<file path="config.mk">
export PLATFORM = sky130hd
export DESIGN_NAME = crc_pipe_gen
export DESIGN_NICKNAME = d
export VERILOG_FILES = /design/src/rtl/crc_pipe_gen.sv
export SDC_FILE = /design/constraint.sdc
export NUM_CORES = 1
export LEC_CHECK = 0
export ABC_CLOCK_PERIOD_IN_PS = 2330
export BUFFER_PORTS_ARGS = -buffer_cell sky130_fd_sc_hd__buf_2
export CAP_MARGIN = 20
export CORE_ASPECT_RATIO = 0.75
export CORE_MARGIN = 5
export CORE_UTILIZATION = 40
export CTS_CLUSTER_DIAMETER = 40
export DETAILED_ROUTE_END_ITERATION = 6
export SLEW_MARGIN = 10
export SYNTH_ARGS = -nofsm -noshare
export SYNTH_HDL_FRONTEND = slang
export SYNTH_SLANG_ARGS = --single-unit
</file>
<file path="constraint.sdc">
create_clock -name clk -period 2.33 [get_ports clk]
set_clock_uncertainty 0.2 [all_clocks]
set_input_delay 0.3495 -clock clk [delete_from_list [all_inputs] [get_ports clk]]
set_output_delay 0.3495 -clock clk [all_outputs]
set_load 0.03 [all_outputs]
</file>
<file path="src/rtl/crc_pipe_gen.sv">
// crc_pipe_gen: pipelined CRC generator/checker. Each stage performs BPS bits of
// polynomial long division; valid/ready on both sides, whole pipeline stalls together.
module crc_pipe_gen #(
  parameter int            K        = 5,
  parameter int            N        = 11,
  parameter logic [K-1:0]  CRC_POLY = K'(5'b00101),
  parameter int            BPS      = 1,
  parameter int            CNT_W    = 16
) (
  input  logic             clk,
  input  logic             rst,
  input  logic             in_valid,
  output logic             in_ready,
  input  logic             in_mode,
  input  logic [N+K-1:0]   in_data,
  output logic             out_valid,
  input  logic             out_ready,
  output logic             out_mode,
  output logic [K-1:0]     crc_out,
  output logic             crc_ok,
  output logic [CNT_W-1:0] err_cnt
);

  localparam int W      = N + K;
  localparam int S      = (N + BPS - 1) / BPS;
  localparam int B_LAST = N - (S - 1) * BPS;

  // Divides out the message bits owned by stage s, MSB first. Bits already
  // reduced are left at zero, so the live width shrinks stage by stage.
  function automatic logic [W-1:0] reduce_stage(input logic [W-1:0] r_in, input int s);
    logic [W-1:0] r;
    int top;
    int b;
    int p;
    r   = r_in;
    top = W - 1 - (s - 1) * BPS;
    b   = (s == S) ? B_LAST : BPS;
    for (int j = 0; j < BPS; j++) begin
      p = top - j;
      if (p < K) p = K;
      if (j < b) begin
        if (r[p]) begin
          r[p-1 -: K] = r[p-1 -: K] ^ CRC_POLY;
        end
        r[p] = 1'b0;
      end
    end
    return r;
  endfunction

  function automatic logic [CNT_W-1:0] sat_inc(input logic [CNT_W-1:0] c);
    return (&c) ? c : c + CNT_W'(1);
  endfunction

  logic [S:0]   vld_p;
  logic [S:0]   mode_p;
  logic [W-1:0] data_p [0:S];
  logic [W-1:0] red    [1:S];
  logic         adv;

  assign adv      = !vld_p[S] | out_ready;
  assign in_ready = adv;

  always_comb begin
    for (int s = 1; s <= S; s++) begin
      red[s] = reduce_stage(data_p[s-1], s);
    end
  end

  // Stage 0 captures the raw codeword; stages 1..S each reduce one slice.
  always_ff @(posedge clk) begin
    if (rst) begin
      vld_p  <= '0;
      mode_p <= '0;
      for (int s = 0; s <= S; s++) begin
        data_p[s] <= '0;
      end
    end else if (adv) begin
      vld_p[0] <= in_valid;
      if (in_valid) begin
        mode_p[0] <= in_mode;
        data_p[0] <= {in_data[W-1:K], in_mode ? in_data[K-1:0] : {K{1'b0}}};
      end
      for (int s = 1; s <= S; s++) begin
        vld_p[s] <= vld_p[s-1];
        if (vld_p[s-1]) begin
          mode_p[s] <= mode_p[s-1];
          data_p[s] <= red[s];
        end
      end
    end
  end

  // Output stage: after full reduction every message bit of data_p[S] is zero,
  // so the whole word being zero is the same as the remainder being zero.
  assign out_valid = vld_p[S];
  assign out_mode  = mode_p[S];
  assign crc_out   = data_p[S][K-1:0];
  assign crc_ok    = mode_p[S] & ~|data_p[S];

  always_ff @(posedge clk) begin
    if (rst) begin
      err_cnt <= '0;
    end else if (out_valid && out_ready && out_mode && !crc_ok) begin
      err_cnt <= sat_inc(err_cnt);
    end
  end

endmodule

</file>
### Word-level counts from Yosys, hierarchy flattened

Memory sizes are Yosys's and may differ from the RTL's.
Index checks and enable logic that the tools add are counted.
Widths: inputs -> output; s select.

* latch bits: 0
* memories: 1
* ROM bits: 0
* RAM bits: 192
* register bits after elaboration: 40

Memories
* data_p: words 12, width 16, rd ports 12, clocked after memory_dff 0, wr ports 12, RTL line 57 `logic [W-1:0] data_p [0:S];`

* reduce and logical (&&, ||, !) cells: 21
* add/sub/neg operators: 1
* muxes and demuxes: 74
* bitwise operators: 26
* order comparisons: 0
* shift-type cells: 0
* div/mod/pow operators: 0
* eq/ne operators: 0
* multipliers: 0

Operators with widths (number)
* $mux 16: 12
* $mux 1: 50
* $mux 3: 11
* $reduce_and 2->1: 13
* $not 2->2: 11
* $add 16x1->16 const B: 1
* $reduce_and 16->1: 1
* $reduce_or 16->1: 1
* $or 1x1->1: 13
* $mux 5: 1
* $logic_and 1x1->1: 3
* $logic_not 1->1: 3
* $and 1x1->1: 1
* $not 1->1: 1

### Depth between registers and ports, before layout

An unclocked memory read counts as a cell.

* depth in word-level cells: 7
* depth in mapped cells: 7
* mapped depth without buffers: 5

### Least setup slack after synthesis

Ideal clock, no wire load.

* path kind: flip-flop to flip-flop
* start point: reg vld_p[11]
* end point: mem data_p[0][16] in the netlist's numbering (enable)
* arrival time: 1.765 ns
* buffers on the path: 1
* cell stages (with the launch flop): 6
* setup time: 0.370 ns
* path slack: -0.005 ns
* required time: 1.760 ns
* period minus slack after synthesis: 2.335 ns
* cell sequence: dfxtp_1 nor2b_1 inv_1 buf_1 nand2_1 nand2_1

RTL lines
* from (decl): RTL line 55 `logic [S:0] vld_p;`
* from (signal, indexed assignment): RTL line 85 `vld_p[s] <= vld_p[s-1];`
* to (decl): RTL line 57

==> metrics.md <==
| Metric | Value |
|---|---|
| Power density over the cells | 822 nW/um^2 |
| CP Launch Type | register |
| CTS sink cnt | 166 |
| Port Buffers | 45 |
| Endpoints failing hold | 0 |
| Max Root-Sink Buffers | 2 |
| Vias per inst | 5.00 |
| Die Height | 122 um |
| Final Power | 6450 uW |
| R2R Path Start | err_cnt[0]$_SDFFE_PP0P_ |
| Max Fanout on Critical Path | 5 |
| Vias in the first global route | 3837 |
| Sequential fraction of the synthesis area | 68.8% |
| Largest net degree at the start of global routing | 61 |
| GRT overflow | 0 |
| Placed cells | 758 |
| DIE WIDTH | 159 um |
| Routed Antenna Nets | 0 |
| Diode count | 0 |
| Reported max-cap violation count | 0 |
| Post-detail-place hpwl | 7360 um |
| Cell Count, Final, Fillers Out | around 800 |
| Core area | 16200 um^2 |
| Slew Limit Fails | 0 |
| Synthesized area | 6660 um^2 |
| Met1 Track Usage GR | 15.7% |
| Kind of critical path | register to output port |
| Max VDD drop | 0.484 mV |
| DRT Pass-1 Iters | 4 |
| Pleak | 0.00323 uW |
| Row count | 40 |
| Setup TNS Final | 0 ns |
| WL/cell | 13.6 um |
| Mapped Nets | approximately 550 |
| Routed WL | 10900 um |
| Clock-pin slew on the worst setup and hold paths | around 0.07 ns |
| Unrepaired setup endpoints after global routing | no |
| Synthesized flop and latch total | 166 |
| CTS root buf | clkbuf_16 |
| RePlAce Congestion | 0.768 |
| Synth Warn # | 0 |
| First-pass GRT wire length | 18700 um |
| Worst slack, placed | 0.190 ns |
| Syn Area/Cell | 12.7 um^2 |
| Layout cells sized above 1 | between 15 and 20% |
| Max frequency | 0.443 GHz |
| H-tree level count | 4 |
| CP Capture Type | output port |
| Met2 usage | 18.3% |
| Ports | 46 |
| Initial Util | between 40% and 50% |
| Nets | 601 |
| Overall die area | 19400 um^2 |
| Final setup violation count | 0 |
| Most frequent cells in the layout | edfxtp_1, and3_1, nand2_1 |
| Crit path required time | 1.78 ns |
| Hold Crit Start | rst |
| Slew headroom | 59.2% |
| Final worst slack | 0.0714 ns |
| # DRC | 0 |
| Most common cell after layout, fill and taps aside | edfxtp_1 |
| Final min period | between 2 and 2.5 ns |
| Initial antenna violation count | 0 |
| Layout area overhead | 17.9% |
| Part of the cycle the worst path needs | 96.9% |
| Vias | roughly 4000 |
| Worst-Margin Slew | roughly 0.61 ns |
| Num CTS Buffers | 17 |
| GR met3 Demand/Resource | 3.69% |
| Critical Path Start | data_p[2][51]$_SDFFCE_PP0P_ |
| HP Class | input pin to register |
| Distinct cell type count after synthesis | 41 |
| Cells after synthesis | 525 |
| WP data arrival | 1.71 ns |
| CTS tree | built |
| Worst-Skew Late Latency | 0.42 ns |
| GRT Total Usage | 11.8% |
| Outcome | finished, final reports clean |
| DR iter-0 viols | 256 |
| Gr busiest metal | met2 |
[layout make-up]
| type | count | area [um^2] |
|---|---|---|
| multi-input cells | 314 | 1890 |
| well taps | 210 | 263 |
| flip-flops and latches | 166 | 4580 |
| repair buffers | 68 | 443 |
| clock inverters | 15 | 201 |
| inverters | 12 | 45.0 |
| fillers | 1410 | 8310 |
| clock buffers | 17 | 425 |
[worst max-delay path, cell delays in order, from the launching register on]
cell	delay, ns
edfxtp_1	0.38
or4b_4	0.61
nor2_1	0.11
clkbuf_4	0.19
[synth_stat cells]
library cell,count,area (um^2)
a21oi_1,19,95.1
a31o_2,1,8.76
a41o_1,1,10.0
and2_1,13,81.3
and3_1,88,551
and4_1,3,26.3
buf_1,2,7.51
buf_2,1,5.00
buf_4,5,37.5
buf_6,1,11.3
clkbuf_1,24,90.1
dfxtp_1,40,801
edfxtp_1,126,3780
ha_1,1,12.5
inv_1,12,45.0
mux2_1,3,33.8
mux2_2,6,67.6
nand2_1,51,191
nand3_1,8,40.0
nand3b_1,1,7.51
nand4_1,3,18.8
nand4_2,1,12.5
nor2_1,37,139
nor2b_1,17,106
nor3_1,5,25.0
nor3b_1,1,7.51
nor4_1,4,25.0
nor4_4,1,21.3
o211ai_4,1,21.3
o21a_1,1,7.51
o21ai_0,4,20.0
o21ai_1,1,5.00
o21ai_4,1,16.3
o22ai_1,9,56.3
o31ai_1,3,22.5
or2_1,1,6.26
or2_2,1,6.26
or3_1,2,12.5
or4_1,3,22.5
or4b_1,1,10.0
xnor2_1,22,193
[through the flow]
| stage | instance area (um^2) | utilization [%] | hold WS, ns |
|---|---|---|---|
| floorplan | 6660 | - | 0.230 |
| global placement | 7100 | 43.9 | 0.247 |
| detailed placement | 7100 | 43.9 | 0.254 |
| CTS | 7850 | 48.6 | 0.00107 |
| finish | 7850 | 48.6 | 0.0167 |
| global route | 7850 | 48.6 | 0.0132 |
[where the power goes]
group / leakage (uW) / internal [uW] / total (uW) / switching [uW]
sequential: 0.00168 / 3270 / 3310 / 34.8
combinational: 0.00125 / 74.9 / 207 / 132
clock: 0.000296 / 1800 / 2940 / 1140
total: 0.00323 / 5150 / 6450 / 1310
[sequential cells by signal, indices dropped and copies added (netlist names)]
register  cells
data_p      126
vld_p        12
mode_p       12
err_cnt      16
[metal layers]
layer | share of wire [%] | routed length (um)
met4 | 1.3 | 140
met2 | 47 | 5080
met1 | 48 | 5200
met3 | 4.5 | 495
met5 | 0 | 0
[what timing repair did]
action                                  in CTS  in global routing
pin swaps                                    0                  2
hold buffers                                12                  0
endpoints found under the setup margin       1                  4
buffers inserted                             0                  0
gates resized for setup                      1                  1
endpoints found under the hold margin       12                  0
[worst paths after layout]
path / end / depth (start not counted) / slack, ns
setup reg to reg: err_cnt[10]$_SDFFE_PP0P_ / 5 / 0.19
setup / recovery: crc_ok / 3 / 0.07
hold reg to reg: mode_p[8]$_SDFFE_PP0P_ / 2 / 0.26
hold / removal: vld_p[2]$_SDFFE_PP0N_ / 2 / 0.02
[cell families after synthesis]
| logic type | share of synthesized area, % |
|---|---|
| adder cells (fa/ha/maj) | 0.188 |
| AND/OR/NAND/NOR | 19.7 |
| multiplexers | 1.52 |
| AO/OA/AOI/OAI | 3.95 |
| buffers and inverters | 2.95 |
| flip-flops | 68.8 |
| XOR/XNOR | 2.89 |
(Power assumes the default switching activity.)
